$ cat src/rtl/axi4_lite_reg_pkg.sv
// Shared types, response codes and helpers for the AXI4-Lite register bank.
package axi4_lite_reg_pkg;

  // Upper bound on bank size; the type map is widened to this for lookup.
  localparam int unsigned MAX_REGS = 256;

  typedef enum logic [1:0] {
    REG_RW   = 2'd0,
    REG_RO   = 2'd1,
    REG_CMD  = 2'd2,
    REG_RSVD = 2'd3
  } reg_type_t;

  localparam logic [1:0] AXI_RESP_OKAY   = 2'b00;
  localparam logic [1:0] AXI_RESP_SLVERR = 2'b10;

  // Width of the register index field; a one-register bank still gets one bit.
  function automatic int unsigned idx_width(input int unsigned nr);
    return (nr > 1) ? $clog2(nr) : 1;
  endfunction

  // Type of register idx from the packed 2-bit-per-register type map.
  function automatic reg_type_t get_reg_type(input logic [2*MAX_REGS-1:0] types,
                                             input int unsigned          idx);
    return reg_type_t'(types[2*idx +: 2]);
  endfunction

endpackage

$ cat src/rtl/axi4_lite_reg_bank_if.sv
// AXI4-Lite bus bundle between the interconnect master and the register bank.
interface axi4_lite_reg_bank_if #(
  parameter int ADDR_W = 12,
  parameter int DATA_W = 32
);
  logic [ADDR_W-1:0]   awaddr;
  logic                awvalid;
  logic                awready;
  logic [DATA_W-1:0]   wdata;
  logic [DATA_W/8-1:0] wstrb;
  logic                wvalid;
  logic                wready;
  logic [1:0]          bresp;
  logic                bvalid;
  logic                bready;
  logic [ADDR_W-1:0]   araddr;
  logic                arvalid;
  logic                arready;
  logic [DATA_W-1:0]   rdata;
  logic [1:0]          rresp;
  logic                rvalid;
  logic                rready;

  modport master (
    output awaddr, awvalid, wdata, wstrb, wvalid, bready, araddr, arvalid, rready,
    input  awready, wready, bresp, bvalid, arready, rdata, rresp, rvalid
  );

  modport slave (
    input  awaddr, awvalid, wdata, wstrb, wvalid, bready, araddr, arvalid, rready,
    output awready, wready, bresp, bvalid, arready, rdata, rresp, rvalid
  );
endinterface

$ cat src/rtl/axi4_lite_reg_decode.sv
// Combinational address decode: byte address -> register index, type, mapped flag.
module axi4_lite_reg_decode
  import axi4_lite_reg_pkg::*;
#(
  parameter int                          AXI_DATA_WIDTH_P = 32,
  parameter int                          AXI_ADDR_WIDTH_P = 12,
  parameter int                          NR_OF_REGS_P     = 16,
  parameter logic [2*NR_OF_REGS_P-1:0]   REG_TYPES_P      = '0
) (
  input  logic [AXI_ADDR_WIDTH_P-1:0]           i_addr,
  output logic [idx_width(NR_OF_REGS_P)-1:0]    o_idx,
  output logic                                  o_mapped,
  output reg_type_t                             o_type
);
  localparam int unsigned IDX_W_C    = idx_width(NR_OF_REGS_P);
  localparam int unsigned ADDR_LSB_C = $clog2(AXI_DATA_WIDTH_P / 8);
  localparam logic [2*MAX_REGS-1:0] TYPES_EXT_C = (2*MAX_REGS)'(REG_TYPES_P);

  // Slice the index, look up its type, and reject out-of-range or reserved slots.
  always_comb begin
    // NOTE: every output is assigned unconditionally first, so no latch can be inferred.
    o_idx    = i_addr[ADDR_LSB_C +: IDX_W_C];
    o_type   = get_reg_type(TYPES_EXT_C, 32'(o_idx));
    o_mapped = ((i_addr >> (ADDR_LSB_C + IDX_W_C)) == '0) &&
               (32'(o_idx) < 32'(NR_OF_REGS_P)) &&
               (o_type != REG_RSVD);
  end
endmodule

$ cat src/rtl/axi4_lite_reg_bank.sv
// Parametrised AXI4-Lite register bank with RW, RO and CMD (pulse) registers.
module axi4_lite_reg_bank
  import axi4_lite_reg_pkg::*;
#(
  parameter int                                          AXI_DATA_WIDTH_P = 32,
  parameter int                                          AXI_ADDR_WIDTH_P = 12,
  parameter int                                          NR_OF_REGS_P     = 16,
  parameter logic [2*NR_OF_REGS_P-1:0]                   REG_TYPES_P      = '0,
  parameter logic [NR_OF_REGS_P*AXI_DATA_WIDTH_P-1:0]    RESET_VALUES_P   = '0
) (
  input  logic                                        i_clk,
  input  logic                                        i_rst,
  axi4_lite_reg_bank_if.slave                         s_axi,
  output logic [NR_OF_REGS_P*AXI_DATA_WIDTH_P-1:0]    o_cr_regs,
  input  logic [NR_OF_REGS_P*AXI_DATA_WIDTH_P-1:0]    i_sr_regs,
  output logic [NR_OF_REGS_P-1:0]                     o_cmd_pulse
);
  localparam int unsigned DW_C     = AXI_DATA_WIDTH_P;
  localparam int unsigned STRB_W_C = DW_C / 8;
  localparam int unsigned IDX_W_C  = idx_width(NR_OF_REGS_P);
  localparam logic [2*MAX_REGS-1:0] TYPES_EXT_C = (2*MAX_REGS)'(REG_TYPES_P);

  logic                        r_en;
  logic                        r_aw_full;
  logic [AXI_ADDR_WIDTH_P-1:0] r_aw_addr;
  logic                        r_w_full;
  logic [DW_C-1:0]             r_w_data;
  logic [STRB_W_C-1:0]         r_w_strb;
  logic                        r_bvalid;
  logic [1:0]                  r_bresp;
  logic                        r_rvalid;
  logic [1:0]                  r_rresp;
  logic [DW_C-1:0]             r_rdata;
  logic [DW_C-1:0]             r_cr [NR_OF_REGS_P];
  logic [NR_OF_REGS_P-1:0]     r_cmd_pulse;

  logic                        w_aw_hs, w_w_hs, w_ar_hs, w_exec;
  logic [AXI_ADDR_WIDTH_P-1:0] w_wr_addr;
  logic [DW_C-1:0]             w_wr_data, w_wr_mask, w_rd_data;
  logic [STRB_W_C-1:0]         w_wr_strb;
  logic [IDX_W_C-1:0]          w_wr_idx, w_rd_idx;
  logic                        w_wr_mapped, w_rd_mapped;
  reg_type_t                   w_wr_type, w_rd_type;
  logic [1:0]                  w_rd_resp;

  // Ready is held low through reset and for the reset cycle itself via r_en.
  assign s_axi.awready = r_en & ~r_aw_full;
  assign s_axi.wready  = r_en & ~r_w_full;
  assign s_axi.arready = r_en & ~r_rvalid;
  assign s_axi.bvalid  = r_bvalid;
  assign s_axi.bresp   = r_bresp;
  assign s_axi.rvalid  = r_rvalid;
  assign s_axi.rresp   = r_rresp;
  assign s_axi.rdata   = r_rdata;
  assign o_cmd_pulse   = r_cmd_pulse;

  assign w_aw_hs = s_axi.awvalid & s_axi.awready;
  assign w_w_hs  = s_axi.wvalid  & s_axi.wready;
  assign w_ar_hs = s_axi.arvalid & s_axi.arready;

  // A channel arriving this cycle bypasses its empty hold so the write lands next cycle.
  assign w_wr_addr = r_aw_full ? r_aw_addr : s_axi.awaddr;
  assign w_wr_data = r_w_full  ? r_w_data  : s_axi.wdata;
  assign w_wr_strb = r_w_full  ? r_w_strb  : s_axi.wstrb;
  assign w_exec    = (r_aw_full | w_aw_hs) & (r_w_full | w_w_hs) & ~r_bvalid;

  axi4_lite_reg_decode #(
    .AXI_DATA_WIDTH_P (AXI_DATA_WIDTH_P),
    .AXI_ADDR_WIDTH_P (AXI_ADDR_WIDTH_P),
    .NR_OF_REGS_P     (NR_OF_REGS_P),
    .REG_TYPES_P      (REG_TYPES_P)
  ) u_aw_decode (
    .i_addr   (w_wr_addr),
    .o_idx    (w_wr_idx),
    .o_mapped (w_wr_mapped),
    .o_type   (w_wr_type)
  );

  axi4_lite_reg_decode #(
    .AXI_DATA_WIDTH_P (AXI_DATA_WIDTH_P),
    .AXI_ADDR_WIDTH_P (AXI_ADDR_WIDTH_P),
    .NR_OF_REGS_P     (NR_OF_REGS_P),
    .REG_TYPES_P      (REG_TYPES_P)
  ) u_ar_decode (
    .i_addr   (s_axi.araddr),
    .o_idx    (w_rd_idx),
    .o_mapped (w_rd_mapped),
    .o_type   (w_rd_type)
  );

  // Expand byte strobes into a bit mask and flatten the register array.
  always_comb begin
    w_wr_mask = '0;
    o_cr_regs = '0;
    for (int b = 0; b < int'(STRB_W_C); b++) w_wr_mask[8*b +: 8] = {8{w_wr_strb[b]}};
    for (int i = 0; i < NR_OF_REGS_P; i++) o_cr_regs[i*DW_C +: DW_C] = r_cr[i];
  end

  // Read data mux: RW -> control value, RO -> status input, CMD -> 0, unmapped -> SLVERR.
  always_comb begin
    w_rd_data = '0;
    w_rd_resp = AXI_RESP_SLVERR;
    if (w_rd_mapped) begin
      w_rd_resp = AXI_RESP_OKAY;
      case (w_rd_type)
        REG_RW:  w_rd_data = r_cr[w_rd_idx];
        REG_RO:  w_rd_data = i_sr_regs[w_rd_idx*DW_C +: DW_C];
        default: w_rd_data = '0;
      endcase
    end
  end

  // Channel control: hold flags, B and R response registers.
  always_ff @(posedge i_clk) begin
    // NOTE: non-blocking assignments keep every flop sampling pre-edge values.
    if (i_rst) begin
      r_en      <= 1'b0;
      r_aw_full <= 1'b0;
      r_w_full  <= 1'b0;
      r_bvalid  <= 1'b0;
      r_bresp   <= AXI_RESP_OKAY;
      r_rvalid  <= 1'b0;
      r_rresp   <= AXI_RESP_OKAY;
      r_rdata   <= '0;
    end else begin
      r_en <= 1'b1;
      if (w_exec)       r_aw_full <= 1'b0;
      else if (w_aw_hs) r_aw_full <= 1'b1;
      if (w_exec)       r_w_full  <= 1'b0;
      else if (w_w_hs)  r_w_full  <= 1'b1;
      if (w_exec) begin
        r_bvalid <= 1'b1;
        r_bresp  <= (w_wr_mapped && w_wr_type != REG_RO) ? AXI_RESP_OKAY : AXI_RESP_SLVERR;
      end else if (s_axi.bready) begin
        r_bvalid <= 1'b0;
      end
      if (w_ar_hs) begin
        r_rvalid <= 1'b1;
        r_rresp  <= w_rd_resp;
        r_rdata  <= w_rd_data;
      end else if (s_axi.rready) begin
        r_rvalid <= 1'b0;
      end
    end
  end

  // Payload capture into the one-entry holds.
  always_ff @(posedge i_clk) begin
    // NOTE: payload holds have no reset; the full flags decide whether they are meaningful.
    if (w_aw_hs) r_aw_addr <= s_axi.awaddr;
    if (w_w_hs) begin
      r_w_data <= s_axi.wdata;
      r_w_strb <= s_axi.wstrb;
    end
  end

  // Register array: RW byte-lane updates, CMD one-cycle load plus pulse.
  always_ff @(posedge i_clk) begin
    for (int i = 0; i < NR_OF_REGS_P; i++) begin
      if (i_rst) begin
        r_cr[i]        <= (get_reg_type(TYPES_EXT_C, i) == REG_RW) ? RESET_VALUES_P[i*DW_C +: DW_C] : '0;
        r_cmd_pulse[i] <= 1'b0;
      end else begin
        r_cmd_pulse[i] <= 1'b0;
        if (get_reg_type(TYPES_EXT_C, i) == REG_CMD) r_cr[i] <= '0;
        if (w_exec && w_wr_mapped && w_wr_idx == IDX_W_C'(i)) begin
          case (w_wr_type)
            REG_RW:  r_cr[i] <= (r_cr[i] & ~w_wr_mask) | (w_wr_data & w_wr_mask);
            REG_CMD: begin
              r_cr[i]        <= w_wr_data & w_wr_mask;
              r_cmd_pulse[i] <= 1'b1;
            end
            default: ;
          endcase
        end
      end
    end
  end
endmodule
$ cat src/flat_wrapper.sv
// flat-port wrapper written by rule: the top's interface ports become plain ports
module axi4_lite_reg_bank_flat import axi4_lite_reg_pkg::*;
#(
  parameter int                                          AXI_DATA_WIDTH_P = 32,
  parameter int                                          AXI_ADDR_WIDTH_P = 12,
  parameter int                                          NR_OF_REGS_P     = 16,
  parameter logic [2*NR_OF_REGS_P-1:0]                   REG_TYPES_P      = '0,
  parameter logic [NR_OF_REGS_P*AXI_DATA_WIDTH_P-1:0]    RESET_VALUES_P   = '0
)
  (i_clk, i_rst, o_cr_regs, i_sr_regs, o_cmd_pulse, s_axi_awaddr, s_axi_awvalid, s_axi_wdata, s_axi_wstrb, s_axi_wvalid, s_axi_bready, s_axi_araddr, s_axi_arvalid, s_axi_rready, s_axi_awready, s_axi_wready, s_axi_bresp, s_axi_bvalid, s_axi_arready, s_axi_rdata, s_axi_rresp, s_axi_rvalid);
  axi4_lite_reg_bank_if s_axi_i ();
  input  logic i_clk;
  input  logic i_rst;
  output logic [NR_OF_REGS_P*AXI_DATA_WIDTH_P-1:0] o_cr_regs;
  input  logic [NR_OF_REGS_P*AXI_DATA_WIDTH_P-1:0] i_sr_regs;
  output logic [NR_OF_REGS_P-1:0] o_cmd_pulse;
  input wire logic [$bits(s_axi_i.awaddr)-1:0] s_axi_awaddr;
  input wire logic [$bits(s_axi_i.awvalid)-1:0] s_axi_awvalid;
  input wire logic [$bits(s_axi_i.wdata)-1:0] s_axi_wdata;
  input wire logic [$bits(s_axi_i.wstrb)-1:0] s_axi_wstrb;
  input wire logic [$bits(s_axi_i.wvalid)-1:0] s_axi_wvalid;
  input wire logic [$bits(s_axi_i.bready)-1:0] s_axi_bready;
  input wire logic [$bits(s_axi_i.araddr)-1:0] s_axi_araddr;
  input wire logic [$bits(s_axi_i.arvalid)-1:0] s_axi_arvalid;
  input wire logic [$bits(s_axi_i.rready)-1:0] s_axi_rready;
  output wire logic [$bits(s_axi_i.awready)-1:0] s_axi_awready;
  output wire logic [$bits(s_axi_i.wready)-1:0] s_axi_wready;
  output wire logic [$bits(s_axi_i.bresp)-1:0] s_axi_bresp;
  output wire logic [$bits(s_axi_i.bvalid)-1:0] s_axi_bvalid;
  output wire logic [$bits(s_axi_i.arready)-1:0] s_axi_arready;
  output wire logic [$bits(s_axi_i.rdata)-1:0] s_axi_rdata;
  output wire logic [$bits(s_axi_i.rresp)-1:0] s_axi_rresp;
  output wire logic [$bits(s_axi_i.rvalid)-1:0] s_axi_rvalid;
  assign s_axi_i.awaddr = s_axi_awaddr;
  assign s_axi_i.awvalid = s_axi_awvalid;
  assign s_axi_i.wdata = s_axi_wdata;
  assign s_axi_i.wstrb = s_axi_wstrb;
  assign s_axi_i.wvalid = s_axi_wvalid;
  assign s_axi_i.bready = s_axi_bready;
  assign s_axi_i.araddr = s_axi_araddr;
  assign s_axi_i.arvalid = s_axi_arvalid;
  assign s_axi_i.rready = s_axi_rready;
  assign s_axi_awready = s_axi_i.awready;
  assign s_axi_wready = s_axi_i.wready;
  assign s_axi_bresp = s_axi_i.bresp;
  assign s_axi_bvalid = s_axi_i.bvalid;
  assign s_axi_arready = s_axi_i.arready;
  assign s_axi_rdata = s_axi_i.rdata;
  assign s_axi_rresp = s_axi_i.rresp;
  assign s_axi_rvalid = s_axi_i.rvalid;
  axi4_lite_reg_bank #(.AXI_DATA_WIDTH_P(AXI_DATA_WIDTH_P), .AXI_ADDR_WIDTH_P(AXI_ADDR_WIDTH_P), .NR_OF_REGS_P(NR_OF_REGS_P), .REG_TYPES_P(REG_TYPES_P), .RESET_VALUES_P(RESET_VALUES_P)) u_core (.i_clk(i_clk), .i_rst(i_rst), .s_axi(s_axi_i), .o_cr_regs(o_cr_regs), .i_sr_regs(i_sr_regs), .o_cmd_pulse(o_cmd_pulse));
endmodule
$ cat config.mk
export PLATFORM = sky130hd
export DESIGN_NAME = axi4_lite_reg_bank_flat
export DESIGN_NICKNAME = d
export VERILOG_FILES = /design/src/rtl/axi4_lite_reg_pkg.sv /design/src/rtl/axi4_lite_reg_bank_if.sv /design/src/rtl/axi4_lite_reg_decode.sv /design/src/rtl/axi4_lite_reg_bank.sv /design/src/flat_wrapper.sv
export SDC_FILE = /design/constraint.sdc
export NUM_CORES = 1
export LEC_CHECK = 0
export CORE_AREA = 4 4 447 449
export DETAILED_ROUTE_END_ITERATION = 16
export DIE_AREA = 0 0 451 453
export PLACE_DENSITY_LB_ADDON = 0.25
export SLEW_MARGIN = 30
export SYNTH_ARGS = -nofsm -noshare
export SYNTH_HDL_FRONTEND = slang
export SYNTH_SLANG_ARGS = --single-unit
$ cat constraint.sdc
create_clock -name i_clk -period 9.01 [get_ports i_clk]
set_input_delay 1.802 -clock i_clk [delete_from_list [all_inputs] [get_ports i_clk]]
set_output_delay 1.802 -clock i_clk [all_outputs]
set_load 0.01 [all_outputs]
==> results.ini <==
[sta]
fmax_mhz = 194
setup_tns_ns = 0
hold_slack_ns = 0.467
slew_headroom_pct = 30.9
slew_viol_final = 0
hold_viol_final = 0
fin_crit_sh_pct = 57.3
tightest_slew_ns = 1.04
fin_crit_ns = 5.16
setup_violations = 0
skew_ns = 0.0463
rsz0062_at_grt = false

[global_routing]
grt_pass1_wl_um = 217000
grt_pass1_vias = 23500
overflow = 0
antenna_found_initial = 29
grt_max_degree = 84
track_usage_pct = 15.2

[yosys]
yosysTopAreaCellShare_pct = 56.7
synth_common_cells = edfxtp_1, a21oi_1, nor3_1
yosysMostFrequentCell = edfxtp_1
synthTopCellsByArea = edfxtp_1, mux4_2, a21oi_1
syn_avg_cell_area_um2 = 12.9
synthesis.area_um2 = 29600
synth_flop_cell = edfxtp_1
yosysTopAreaCell = edfxtp_1
synth-seq-cells = 597
yosysSeqAreaShare_pct = 59.3
synth_edf_count = 558
synthArstFlopShare_pct = 0
ys_types = 42
syn_inst = 2298
ys.warnings.count = 0

[die]
start_util_pct = 15.1
die_area_um2 = 204000
die_w_um = 451
io_pins = 1148
core_um2 = 196000
rows = 163
fp.dieH_um = 453

[min_path]
min_to = u_core.s_axi.bresp[1]$_SDFFE_PP0P_
hp-class = reg -> reg
min_path_cells = 2
hold_start = u_core.s_axi.bresp[1]$_SDFFE_PP0P_

[clocking]
numCtsBuffers = 79
cts.sinks = 597
cts_root_buf = clkbuf_16
clock_latency_ns = 0.69
cts_tree = built
clockBufferDepth = 3
htree_num_levels = 3
path_clk_slew_ns = 0.06
cts_resized = 0
postCtsHoldBufs = 0
cts_post_setup_buffers_inserted = 0

[placed_design]
hpwl_um = 110000
gp_congestion = 0.775
postPlaceCellArea_um2 = 38400
io_buffers = 613

[worst_setup_path]
path_class = in -> reg
cpLargestDelayFamily = buffers and inverters
ff2ff_setup_slack_ns = 4.86
crit_required_ns = 9.39
path_common_cell = buf_4
worstReg2RegEnd = u_core.r_cr[11][21]$_SDFFCE_PN0P_
crit_path_top_delay_cell = buf_4
critPathBufInv = 4
start_kind = primary input
r2r-start = u_core.r_aw_full$_SDFFE_PP0P_
cp.arrival_ns = 5.54
rr_worst_depth = 6
crit_path_max_fanout = 76
worstSetupEndpointType = flip-flop
path_cells = clkdlybuf4s50_1 -> a21oi_1 -> nor3_2 -> o21ai_4 -> buf_4 -> buf_4 -> buf_4 -> nor3_1
slowest_delay_ns = 0.82

[finish]
fin_nets = 3403
area_growth_pct = 38.9
design_area_um2 = 41100
layout-drive-gt1-share_pct = 16.1

[routing]
first_pass_iters = 5
drc = 0
drt-total-wl_um = 163000
ant_nets = 0
via_per_inst = 4.31
wl_per_cell_um = 29.3
vias = 23900
drtIter0Drc = 2242

[pwr]
ir_worst_vdd_mv = 0.112
p_per_area_nw_per_um2 = 181
leakage_uw = 0.0125

[status]
status = finished, final reports clean

[job]
max_cap_viol_count = 0

## registers in the layout, summed over array words and instances (netlist names)
register,count
u_core.r_cr,512
u_core.r_w_data,32
u_core.s_axi.rdata,32
u_core.r_aw_addr,10
u_core.r_w_strb,4
u_core.r_aw_full,1
u_core.r_en,1
u_core.r_w_full,1
u_core.s_axi.bresp,1
u_core.s_axi.bvalid,1
u_core.s_axi.rresp,1
u_core.s_axi.rvalid,1
## worst max path at each step
| stage | start | slack, ns | depth (start not counted) | to |
|---|---|---|---|---|
| final | s_axi_wvalid | 3.85 | 8 | u_core.r_cr[11][21]$_SDFFCE_PN0P_ |
| after global routing | s_axi_wvalid | 3.73 | 8 | u_core.r_cr[7][21]$_SDFFCE_PN0P_ |
| after CTS | s_axi_wvalid | 3.97 | 8 | u_core.r_cr[11][21]$_SDFFCE_PN0P_ |
| after detailed placement | s_axi_wvalid | 3.21 | 8 | u_core.r_cr[11][21]$_SDFFCE_PN0P_ |
| after global placement | s_axi_wvalid | 3.04 | 7 | u_core.r_cr[9][21]$_SDFFCE_PN0P_ |
| after floorplan | s_axi_awaddr[6] | 3.28 | 6 | u_core.r_cr[6][0]$_SDFFCE_PN0P_ |
## metal layers
layer  vias up  GRT usage, %  part of all wire, %
li1      10100             -                    -
met1     12400          20.0                   43
met2      1181          24.0                   45
met3       204          4.67                  8.6
met4        20          4.74                  3.1
met5         -             0                0.073
## final cells by class
cell class                      count  area [µm²]
Clock buffer                      116        2260
Fill cell                       21200      155000
Tap cell                         2640        3300
Sequential cell                   597       17500
Timing Repair Buffer              692        6820
Inverter                            5        18.8
Clock inverter                     28         322
Multi-Input combinational cell   1449       10800
Antenna cell                       11        27.5
## worst min-delay path: cells and delay by family (launching register included)
family / cells / cell delay [ns]
DFF: 1 / 0.31
and+or+nand+nor: 1 / 0.05
AOI/OAI and AO/OA: 1 / 0.05
## cell usage in the layout (no fill, tap or decap), types with 11 or more instances in the layout
| master | n |
|---|---|
| a21oi_1 | 517 |
| a22oi_1 | 32 |
| buf_4 | 70 |
| clkbuf_1 | 23 |
| clkbuf_16 | 79 |
| clkbuf_8 | 14 |
| clkdlybuf4s50_1 | 610 |
| clkinv_2 | 12 |
| conb_1 | 18 |
| dfxtp_1 | 38 |
| diode_2 | 11 |
| edfxtp_1 | 558 |
| mux2_2 | 33 |
| mux2i_1 | 64 |
| mux4_2 | 128 |
| nor2_1 | 25 |
| nor2_2 | 11 |
| nor3_1 | 466 |
| nor3_2 | 51 |
| o21ai_0 | 27 |
| o21ai_4 | 18 |
## power by group
part	total (µW)	leakage, µW	switching [µW]	internal, µW
registers	3220	0.00604	103	3120
logic	1000	0.00521	632	371
clock network	3220	0.00126	1360	1860
## logic make-up (layout without fill, tap and decap cells)
family	after synthesis	count (layout)	synth area share, %
compound gates	604	604	10.6
mux	230	230	13.4
simple gates	597	597	11.0
buf+inv	269	841	5.69
other cells	1	29	0.0127
flops	597	597	59.3
## per-stage QoR
stage	setup WS, ns	instances	total power, µW	utilization [%]
floorplan	3.28	2315	3740	-
global placement	3.04	5380	4300	19.5
detailed placement	3.21	5383	4300	19.6
CTS	3.97	5527	7560	20.9
global route	3.73	5531	7710	20.9
finish	3.85	5538	7450	20.9
Note: power is estimated with default switching activity, not from simulation.
